===== src/rtl/oserdes_ctrl_pkg.sv =====
// Shared definitions for the OSERDES lane controller.
//   - lane_state_t : 3-bit lane sequencer state encoding (visible on state_o)
//   - TRAIN_WORD_DEF / IDLE_WORD_DEF : default training and fill words
//   - helper functions mapping a state to its serializer reset / enable level
package oserdes_ctrl_pkg;

    localparam int WORD_W = 10;

    typedef enum logic [2:0] {
        ST_IDLE   = 3'd0,
        ST_RESET  = 3'd1,
        ST_SETTLE = 3'd2,
        ST_TRAIN  = 3'd3,
        ST_RUN    = 3'd4
    } lane_state_t;

    localparam logic [WORD_W-1:0] TRAIN_WORD_DEF = 10'h2AA;
    localparam logic [WORD_W-1:0] IDLE_WORD_DEF  = 10'h354;

    // Serializer is held in reset until the RESET phase has elapsed.
    function automatic logic state_ser_rst(input lane_state_t st);
        return (st == ST_IDLE) || (st == ST_RESET);
    endfunction

    // Output buffer is driven only while training or streaming.
    function automatic logic state_ser_oe(input lane_state_t st);
        return (st == ST_TRAIN) || (st == ST_RUN);
    endfunction

endpackage


===== src/rtl/sync_2ff.sv =====
// Two-flop synchronizer for a single asynchronous level.
//   clk   : destination clock
//   rst_n : asynchronous active-low reset, both flops load RST_VAL
//   d     : asynchronous input
//   q     : synchronized output (two clk edges of latency)
module sync_2ff #(
    parameter logic RST_VAL = 1'b0
) (
    input  logic clk,
    input  logic rst_n,
    input  logic d,
    output logic q
);

    logic meta_r;
    logic sync_r;

    // Two-stage capture of the asynchronous input.
    always_ff @(posedge clk or negedge rst_n) begin
        if (!rst_n) begin
            meta_r <= RST_VAL;
            sync_r <= RST_VAL;
        end else begin
            meta_r <= d;
            sync_r <= meta_r;
        end
    end

    assign q = sync_r;

endmodule


===== src/rtl/oserdes_lane_ctrl.sv =====
// Start-up sequencer and word scheduler for one 10:1 DDR serializer lane.
// Sequence: IDLE -> RESET (serializer reset held) -> SETTLE (reset released,
// output off) -> TRAIN (training word, output on) -> RUN (upstream words, or
// the idle word with an underflow count when upstream has nothing).
// Ports:
//   clk_i, rstn_i            : divided clock, async active-low reset
//   enable_i, locked_i       : lane enable (sync), PLL lock (async)
//   s_data_i/s_valid_i/s_ready_o : upstream valid/ready word interface
//   ser_data_o/ser_rst_o/ser_oe_o : registered serializer controls
//   state_o                  : current state encoding
//   underflow_o              : saturating count of RUN cycles without a word
module oserdes_lane_ctrl
    import oserdes_ctrl_pkg::*;
#(
    parameter int          RST_CYCLES    = 8,
    parameter int          SETTLE_CYCLES = 4,
    parameter int          TRAIN_CYCLES  = 16,
    parameter logic [9:0]  TRAIN_WORD    = TRAIN_WORD_DEF,
    parameter logic [9:0]  IDLE_WORD     = IDLE_WORD_DEF,
    parameter int          CNT_W         = 16
) (
    input  logic             clk_i,
    input  logic             rstn_i,
    input  logic             enable_i,
    input  logic             locked_i,
    input  logic [9:0]       s_data_i,
    input  logic             s_valid_i,
    output logic             s_ready_o,
    output logic [9:0]       ser_data_o,
    output logic             ser_rst_o,
    output logic             ser_oe_o,
    output logic [2:0]       state_o,
    output logic [CNT_W-1:0] underflow_o
);

    localparam logic [CNT_W-1:0] RST_LOAD    = CNT_W'(RST_CYCLES - 1);
    localparam logic [CNT_W-1:0] SETTLE_LOAD = CNT_W'(SETTLE_CYCLES - 1);
    localparam logic [CNT_W-1:0] TRAIN_LOAD  = CNT_W'(TRAIN_CYCLES - 1);

    logic             lock_s;
    logic             qual_s;
    logic             accept_s;
    lane_state_t      state_r;
    lane_state_t      state_nxt_s;
    logic [CNT_W-1:0] phase_r;
    logic [CNT_W-1:0] phase_nxt_s;
    logic [9:0]       data_nxt_s;
    logic [CNT_W-1:0] uf_r;
    logic [CNT_W-1:0] uf_nxt_s;
    logic [9:0]       ser_data_r;
    logic             ser_rst_r;
    logic             ser_oe_r;

    sync_2ff #(
        .RST_VAL (1'b0)
    ) u_lock_sync (
        .clk   (clk_i),
        .rst_n (rstn_i),
        .d     (locked_i),
        .q     (lock_s)
    );

    assign qual_s   = lock_s & enable_i;
    // Ready drops in the same cycle qualification is lost, so nothing is
    // accepted on the edge that aborts to IDLE.
    assign s_ready_o = (state_r == ST_RUN) & qual_s;
    assign accept_s  = s_ready_o & s_valid_i;

    // Next state and phase counter; loss of qualification beats counter expiry.
    always_comb begin
        state_nxt_s = state_r;
        phase_nxt_s = phase_r;
        case (state_r)
            ST_IDLE: begin
                if (qual_s) begin
                    state_nxt_s = ST_RESET;
                    phase_nxt_s = RST_LOAD;
                end else begin
                    state_nxt_s = ST_IDLE;
                    phase_nxt_s = '0;
                end
            end
            ST_RESET: begin
                if (!qual_s) begin
                    state_nxt_s = ST_IDLE;
                    phase_nxt_s = '0;
                end else if (phase_r == '0) begin
                    state_nxt_s = ST_SETTLE;
                    phase_nxt_s = SETTLE_LOAD;
                end else begin
                    state_nxt_s = ST_RESET;
                    phase_nxt_s = phase_r - CNT_W'(1);
                end
            end
            ST_SETTLE: begin
                if (!qual_s) begin
                    state_nxt_s = ST_IDLE;
                    phase_nxt_s = '0;
                end else if (phase_r == '0) begin
                    state_nxt_s = ST_TRAIN;
                    phase_nxt_s = TRAIN_LOAD;
                end else begin
                    state_nxt_s = ST_SETTLE;
                    phase_nxt_s = phase_r - CNT_W'(1);
                end
            end
            ST_TRAIN: begin
                if (!qual_s) begin
                    state_nxt_s = ST_IDLE;
                    phase_nxt_s = '0;
                end else if (phase_r == '0) begin
                    state_nxt_s = ST_RUN;
                    phase_nxt_s = '0;
                end else begin
                    state_nxt_s = ST_TRAIN;
                    phase_nxt_s = phase_r - CNT_W'(1);
                end
            end
            ST_RUN: begin
                if (!qual_s) begin
                    state_nxt_s = ST_IDLE;
                end else begin
                    state_nxt_s = ST_RUN;
                end
                phase_nxt_s = '0;
            end
            default: begin
                state_nxt_s = ST_IDLE;
                phase_nxt_s = '0;
            end
        endcase
    end

    // Serializer word for the state being entered on the next edge.
    always_comb begin
        data_nxt_s = IDLE_WORD;
        case (state_nxt_s)
            ST_TRAIN: data_nxt_s = TRAIN_WORD;
            ST_RUN: begin
                if (accept_s) begin
                    data_nxt_s = s_data_i;
                end else begin
                    data_nxt_s = IDLE_WORD;
                end
            end
            default: data_nxt_s = IDLE_WORD;
        endcase
    end

    // Underflow counter: cleared on TRAIN entry, saturating increment in RUN.
    always_comb begin
        uf_nxt_s = uf_r;
        if ((state_nxt_s == ST_TRAIN) && (state_r != ST_TRAIN)) begin
            uf_nxt_s = '0;
        end else if ((state_r == ST_RUN) && qual_s && !s_valid_i && (uf_r != '1)) begin
            uf_nxt_s = uf_r + CNT_W'(1);
        end else begin
            uf_nxt_s = uf_r;
        end
    end

    // State, counters and registered serializer controls.
    always_ff @(posedge clk_i or negedge rstn_i) begin
        if (!rstn_i) begin
            state_r    <= ST_IDLE;
            phase_r    <= '0;
            uf_r       <= '0;
            ser_data_r <= IDLE_WORD;
            ser_rst_r  <= 1'b1;
            ser_oe_r   <= 1'b0;
        end else begin
            state_r    <= state_nxt_s;
            phase_r    <= phase_nxt_s;
            uf_r       <= uf_nxt_s;
            ser_data_r <= data_nxt_s;
            ser_rst_r  <= state_ser_rst(state_nxt_s);
            ser_oe_r   <= state_ser_oe(state_nxt_s);
        end
    end

    assign ser_data_o  = ser_data_r;
    assign ser_rst_o   = ser_rst_r;
    assign ser_oe_o    = ser_oe_r;
    assign state_o     = state_r;
    assign underflow_o = uf_r;

endmodule


===== config.mk =====
export PLATFORM = sky130hd
export DESIGN_NAME = oserdes_lane_ctrl
export DESIGN_NICKNAME = d
export VERILOG_FILES = /design/src/rtl/oserdes_ctrl_pkg.sv /design/src/rtl/sync_2ff.sv /design/src/rtl/oserdes_lane_ctrl.sv
export SDC_FILE = /design/constraint.sdc
export NUM_CORES = 1
export LEC_CHECK = 0
export CAP_MARGIN = 5
export CORE_UTILIZATION = 48
export CTS_BUF_LIST = sky130_fd_sc_hd__clkbuf_8
export DETAILED_ROUTE_END_ITERATION = 8
export PLACE_DENSITY_LB_ADDON = 0.3
export SLEW_MARGIN = 25
export SYNTH_ARGS = -nofsm -noshare
export SYNTH_HDL_FRONTEND = slang
export SYNTH_SLANG_ARGS = --single-unit

===== constraint.sdc =====
create_clock -name clk_i -period 2.1 [get_ports clk_i]
set_clock_uncertainty 0.15 [all_clocks]
set_input_delay 0.42 -clock clk_i [delete_from_list [all_inputs] [get_ports clk_i]]
set_output_delay 0.42 -clock clk_i [all_outputs]
set_load 0.005 [all_outputs]

# ---- After elaboration in Yosys (flattened, before gate mapping)
# Cells that the tools add are included.
dict set report word_totals {
  ff_bits 49
  input_bits 15
  word_cells 54
}
dict set report op_classes {
  n_addsub 2
  eq_ne 9
  mux 21
  n_bitwise 3
  n_reduce_logical 11
}
# operator n
set ops {}
lappend ops {{$mux 16} 8}
lappend ops {{$pmux 16 s4} 1}
lappend ops {{$pmux 10 s2} 1}
lappend ops {{$add 16x1->16 const B} 1}
lappend ops {{$logic_not 16->1} 1}
lappend ops {{$ne 16x16->1 const B} 1}
lappend ops {{$sub 16x1->16 const B} 1}
lappend ops {{$pmux 3 s5} 1}
lappend ops {{$mux 3} 4}
lappend ops {{$mux 10} 1}
lappend ops {{$eq 3x2->1 const B} 3}
lappend ops {{$eq 3x1->1 const B} 2}
lappend ops {{$eq 3x3->1 const B} 2}
lappend ops {{$logic_not 3->1} 2}
lappend ops {{$mux 2} 3}
lappend ops {{$logic_and 1x1->1} 4}
lappend ops {{$and 1x1->1} 3}
lappend ops {{$ne 3x2->1 const B} 1}
lappend ops {{$logic_or 1x1->1} 2}
lappend ops {{$mux 1} 2}
lappend ops {{$reduce_bool 2->1} 1}
lappend ops {{$logic_not 1->1} 1}

# ---- Logic depth before layout (Yosys ltp)
dict set report logic_depth {
  depth_word 7
  ltp_mapped 9
  ltp_nobuf 7
}

# ---- Hierarchy
# Synthesis repeated with hierarchy kept, for this count alone.
dict set report unflattened {
  hier_cells 244
  area_unflattened_um2 2358.5
}
# module instances cells_per_inst area_per_inst_um2 seq_area_each_um2
set by_module_without_submodules {}
lappend by_module_without_submodules {oserdes_lane_ctrl 1 242 2308.5 1183.6}
lappend by_module_without_submodules {sync_2ff 1 2 50.0 50.0}

# ---- Least setup slack after synthesis
# OpenSTA, ideal clock, no wires.
dict set report synth_path {
  path_kind {reg2reg}
  from {register state_r[2] (netlist: state_o[2])}
  to {register uf_r[15] (netlist: underflow_o[15])}
  setup_time_ns 0.077
  t_arrival_ns 2.044
  required_ns 1.873
  path_slack_ns -0.171
  stages_incl_launch_ff 6
  n_path_buf 1
  cell_sequence {dfrtp_1 > or3b_1 > buf_2 > or4_4 > or4_1 > a21oi_1}
}
dict set report synth_via {
  elab_chain_len 5
  elab_cells_between_ends 14
}
# item line
set synth_lines {}
lappend synth_lines {{start, declared} oserdes_lane_ctrl.sv:43} ;# lane_state_t state_r;
lappend synth_lines {{start signal, assigned} oserdes_lane_ctrl.sv:172} ;# state_r <= state_nxt_s;
lappend synth_lines {{$eq 3x3->1 (tied with other cells)} {oserdes_lane_ctrl.sv:73, oserdes_lane_ctrl.sv:155}}
lappend synth_lines {{$pmux 3 s5 / $logic_and 1x1->1 (equally long branches)} {oserdes_lane_ctrl.sv:73, oserdes_lane_ctrl.sv:155}}
lappend synth_lines {{$eq 3x2->1 / $logic_and 1x1->1 (equally long branches)} {oserdes_lane_ctrl.sv:153, oserdes_lane_ctrl.sv:155}}
lappend synth_lines {{$logic_and 1x1->1 (on tied branches)} {oserdes_lane_ctrl.sv:153, oserdes_lane_ctrl.sv:155}}
lappend synth_lines {{$mux 16 / $reduce_bool 2->1 (equally long branches)} -}
lappend synth_lines {{end signal, assigned} oserdes_lane_ctrl.sv:174} ;# uf_r <= uf_nxt_s;
lappend synth_lines {{end, declared} oserdes_lane_ctrl.sv:48} ;# logic [CNT_W-1:0] uf_r;
# Several ways; a longest one is shown, not always the timed one.
# A chain may end at the register's enable or synchronous reset.

# ---- Final worst setup path
dict set report layout_path {
  from {register state_r[0] (netlist: state_o[0])}
  to {output s_ready_o}
}
dict set report layout_via {
  elab_chain_len 2
}
# item line
set layout_lines {}
lappend layout_lines {{$eq 3x3->1} oserdes_lane_ctrl.sv:66} ;# assign s_ready_o = (state_r == ST_RUN) & qual_s;
lappend layout_lines {{$and 1x1->1} oserdes_lane_ctrl.sv:66}
lappend layout_lines {{end, declared} oserdes_lane_ctrl.sv:28} ;# output logic s_ready_o,
# Every way passes these cells.

==> key figures <==
Clock tree
  – H-tree Lvls: 2
  – Clk slew on worst S/H paths: 80 ps
  – Clock Tree Root: clkbuf_8
  – CTS tree: built
  – Worst skew pair latency: a little over 300 ps
  – Clock Path Buffers: 2
  – Sink Count: 49
  – Clock buffer count from CTS: 5

Hold path
  – Hold Crit Class: reg2reg

STA
  – Tmin final: 2126 ps
  – Slew HR: approximately 80%
  – Final Slew Violations: 0
  – Maximum clock rate: approximately 470 MHz
  – Worst slew pin tran: approximately 310 ps
  – Period utilization: 101.2%
  – Final Worst Setup Slack: -26.21 ps
  – Final Hold Viols: 0
  – Endpoints failing setup: 2
  – Fin Setup TNS: -39.43 ps
  – RSZ-0062 raised after global routing: true
  – Fin Hold WS: between 200 and 250 ps

Synth
  – Post-synth ARST share: 100.0%
  – Sequential area share after synthesis: 52.31%
  – Top_reg_cell synth: dfrtp_1
  – Largest family of logic cells by synthesized area: simple AND/OR/NAND/NOR gates
  – Synth Area in Adders: 1.592%
  – Simple-gate area share of the yosys netlist: 29.34%
  – Most common cell in the netlist: dfrtp_1
  – Post-synth top area share: 45.62%
  – Post-Syn Instances: 244
  – Multiplexer area fraction after synthesis: 0.4244%
  – Top cells by area, synth: dfrtp_1 46%, dfstp_2 6.7%, nor2_1 5.7%
  – Mapped Area: 2359 um^2
  – Biggest area consumer among synthesized cells: dfrtp_1
  – Post-Syn Nets: 262
  – Seq cells post-synth: 49
  – Synth Area in XOR/XNOR: 7.056%
  – Commonest cells post-synth: 43 x dfrtp_1, 36 x nor2_1, 26 x nand2_1, 13 x a21oi_1, 12 x xnor2_1
  – Synth warnings: 0
  – Post-synthesis compound-gate area fraction: 7.586%
  – Number of synthesized flops with an enable pin: 0
  – Cell variety after synth: 40
  – Synthesized area per cell: 9.666 um^2

Detailed routing
  – DR WL/cell: about 14 um
  – Routed via count: between 2,000 and 2,500
  – Final ANT Viol Nets: 0
  – Via density: 5.306
  – Routed Wire Length: approximately 5.6 mm
  – DRT iter0 DRCs: 86
  – DRC: 0
  – TritonRoute pass-1 iters: 4

Global routing
  – GRT Util Overall: approximately 23%
  – Global route overflow: 0
  – Initial antenna violation count: 0
  – Largest net degree at the start of global routing: 50
  – Vias in the first global route: 1,990
  – First-pass GRT wire length: around 9 mm

Power
  – VDD IR-drop max: slightly below 400 uV
  – Total Power: about 1.8 mW
  – Clock Power Share: 30.2%
  – PD cells: 526.5 nW/um^2
  – Comb pwr share: 15.4%
  – Sw frac: 25.34%
  – Lkg Pwr: 1.496 nW
  – P_int: about 1.3 mW
  – Psw: 0.4526 mW
  – Share of power burned in registers: a little over half

Finish
  – P&R area growth vs syn: 43.82%
  – Share of layout cells above drive strength 1: about a quarter
  – Ant diodes: 0
  – Final nets: 349
  – Seq. cell area: between 1000 and 1500 um^2
  – Area of the multi-input gates: roughly 1200 um^2
  – Fillcell total: between 300 and 400
  – Final std cells w/o fill: 399

Status
  – Failing checks: setup timing
  – Outcome: finished with violations

Critical path
  – Startpoint Class: register
  – Largest stage delay on the critical path: 410 ps
  – R2R Path Start: state_o[0]$_DFF_PN0_
  – Length in cells of the worst reg-to-reg path: 6
  – Crit Path Class: reg2out
  – Worst Path Required: between 1500 and 2000 ps
  – End of the worst register-to-register path: underflow_o[6]$_DFFE_PN0P_
  – Worst Setup End Kind: output pin
  – CP cell instances: or3b_4, buf_4, nor2_4, clkdlybuf4s15_2
  – Critical Path Fanout Max: 3
  – Critical path origin: state_o[0]$_DFF_PN0_
  – Arr. time, crit path: 1560 ps
  – Worst Setup EP: s_ready_o
  – Critical path's slowest cell: or3b_4
  – Internal reg-to-reg setup slack: -10 ps

Floorplan
  – I/O pin total: 47
  – Num rows: 25
  – Die area: a little over 5000 um^2
  – Die width: just over 70 um
  – Initial core utilization: 49.93%
  – Chip Height: 72.10 um
  – Core Footprint: 4723 um^2

Run
  – Number of max-cap violations: 0

Place
  – Post-DP HPWL: 4.037 mm
  – RD Place Congestion: 0.9009
  – Place WS: -341.8 ps
  – Number of instances in the placed design: 387
  – IO Port Bufs: 46
==> metal layers <==
metal  track usage (%)  up-vias  wire (um)
met4             10.24        0         95
li1                  -     1020          -
met5                 0        -          0
met1             29.62     1025       2490
met3             4.722       10        247
met2             36.66       62       2768
==> worst min-delay path by stage <==
stage                                          to  cells past startpoint  slack, ps                    startpoint
final                     u_lock_sync.q$_DFF_PN0_                      0        230  u_lock_sync.meta_r$_DFF_PN0_
after global routing      u_lock_sync.q$_DFF_PN0_                      0        240  u_lock_sync.meta_r$_DFF_PN0_
after CTS                 u_lock_sync.q$_DFF_PN0_                      0        230  u_lock_sync.meta_r$_DFF_PN0_
after detailed placement  u_lock_sync.q$_DFF_PN0_                      0        210  u_lock_sync.meta_r$_DFF_PN0_
after global placement    u_lock_sync.q$_DFF_PN0_                      0        190  u_lock_sync.meta_r$_DFF_PN0_
after floorplan              phase_r[0]$_DFF_PN0_                      0        -30                        rstn_i
==> worst max-delay path: cells and delay by family, from the launching register on <==
kind	cells	cell delay (ps)
simple gates	2	490
flops	1	380
buf+inv	2	370
==> power groups by stage <==
stage / logic (mW) / clock network [mW] / registers [mW]
floorplan: 0.126 / 0 / 0.987
global placement: 0.255 / 0 / 0.987
detailed placement: 0.260 / 0 / 0.988
finish: 0.275 / 0.539 / 0.971
CTS: 0.266 / 0.546 / 0.970
global route: 0.304 / 0.583 / 0.973
==> final cells by class <==
| class | instances | area share (%) |
|---|---|---|
| Sequential cell | 49 | 36.41 |
| Multi-Input combinational cell | 185 | 35.15 |
| Timing Repair Buffer | 88 | 23.31 |
| Tap cell | 67 | 2.471 |
| Clock buffer | 5 | 2.029 |
| Clock inverter | 3 | 0.4058 |
| Inverter | 2 | 0.2213 |
==> cell families (layout without fill, tap and decap cells) <==
| kind of cell | after synthesis | in the layout |
|---|---|---|
| fa+ha+maj | 3 | 3 |
| flops | 49 | 49 |
| simple gates | 130 | 130 |
| compound gates | 32 | 32 |
| buf+inv | 10 | 98 |
| xor+xnor | 19 | 19 |
| mux | 1 | 1 |
==> placed cells by master (no fill, tap or decap), types with 6 or more instances in the layout <==
cell type / count
or3_1: 8
nand2_1: 25
xor2_1: 7
nor2_1: 35
nor3_1: 8
dfstp_2: 6
clkdlybuf4s50_1: 44
xnor2_1: 12
a21oi_1: 11
o21ai_0: 10
dfrtp_1: 42
nand4_1: 6
buf_4: 39
==> registers in the layout, indices dropped and copies added, names as in the netlist <==
name	count
underflow_o	16
phase_r	16
u_lock_sync.meta_r	1
ser_data_o	10
state_o	3
ser_oe_o	1
ser_rst_o	1
u_lock_sync.q	1
==> metrics by stage <==
stage | utilization [%] | cell area [um^2]
final | 71.81 | 3392
after global routing | 71.81 | 3392
after CTS | 70.41 | 3326
after detailed placement | 67.26 | 3177
after global placement | 67.26 | 3177
after floorplan | - | 2372
==> timing repair <==
item | in CTS | in global routing
setup endpoints to repair | 14 | 34
pin swaps | 7 | 4
hold buffers | 1 | 0
gates resized for setup | 14 | 12
buffers inserted | 2 | 1
endpoints found under the hold margin | 43 | 0
(Power assumes the default switching activity.)
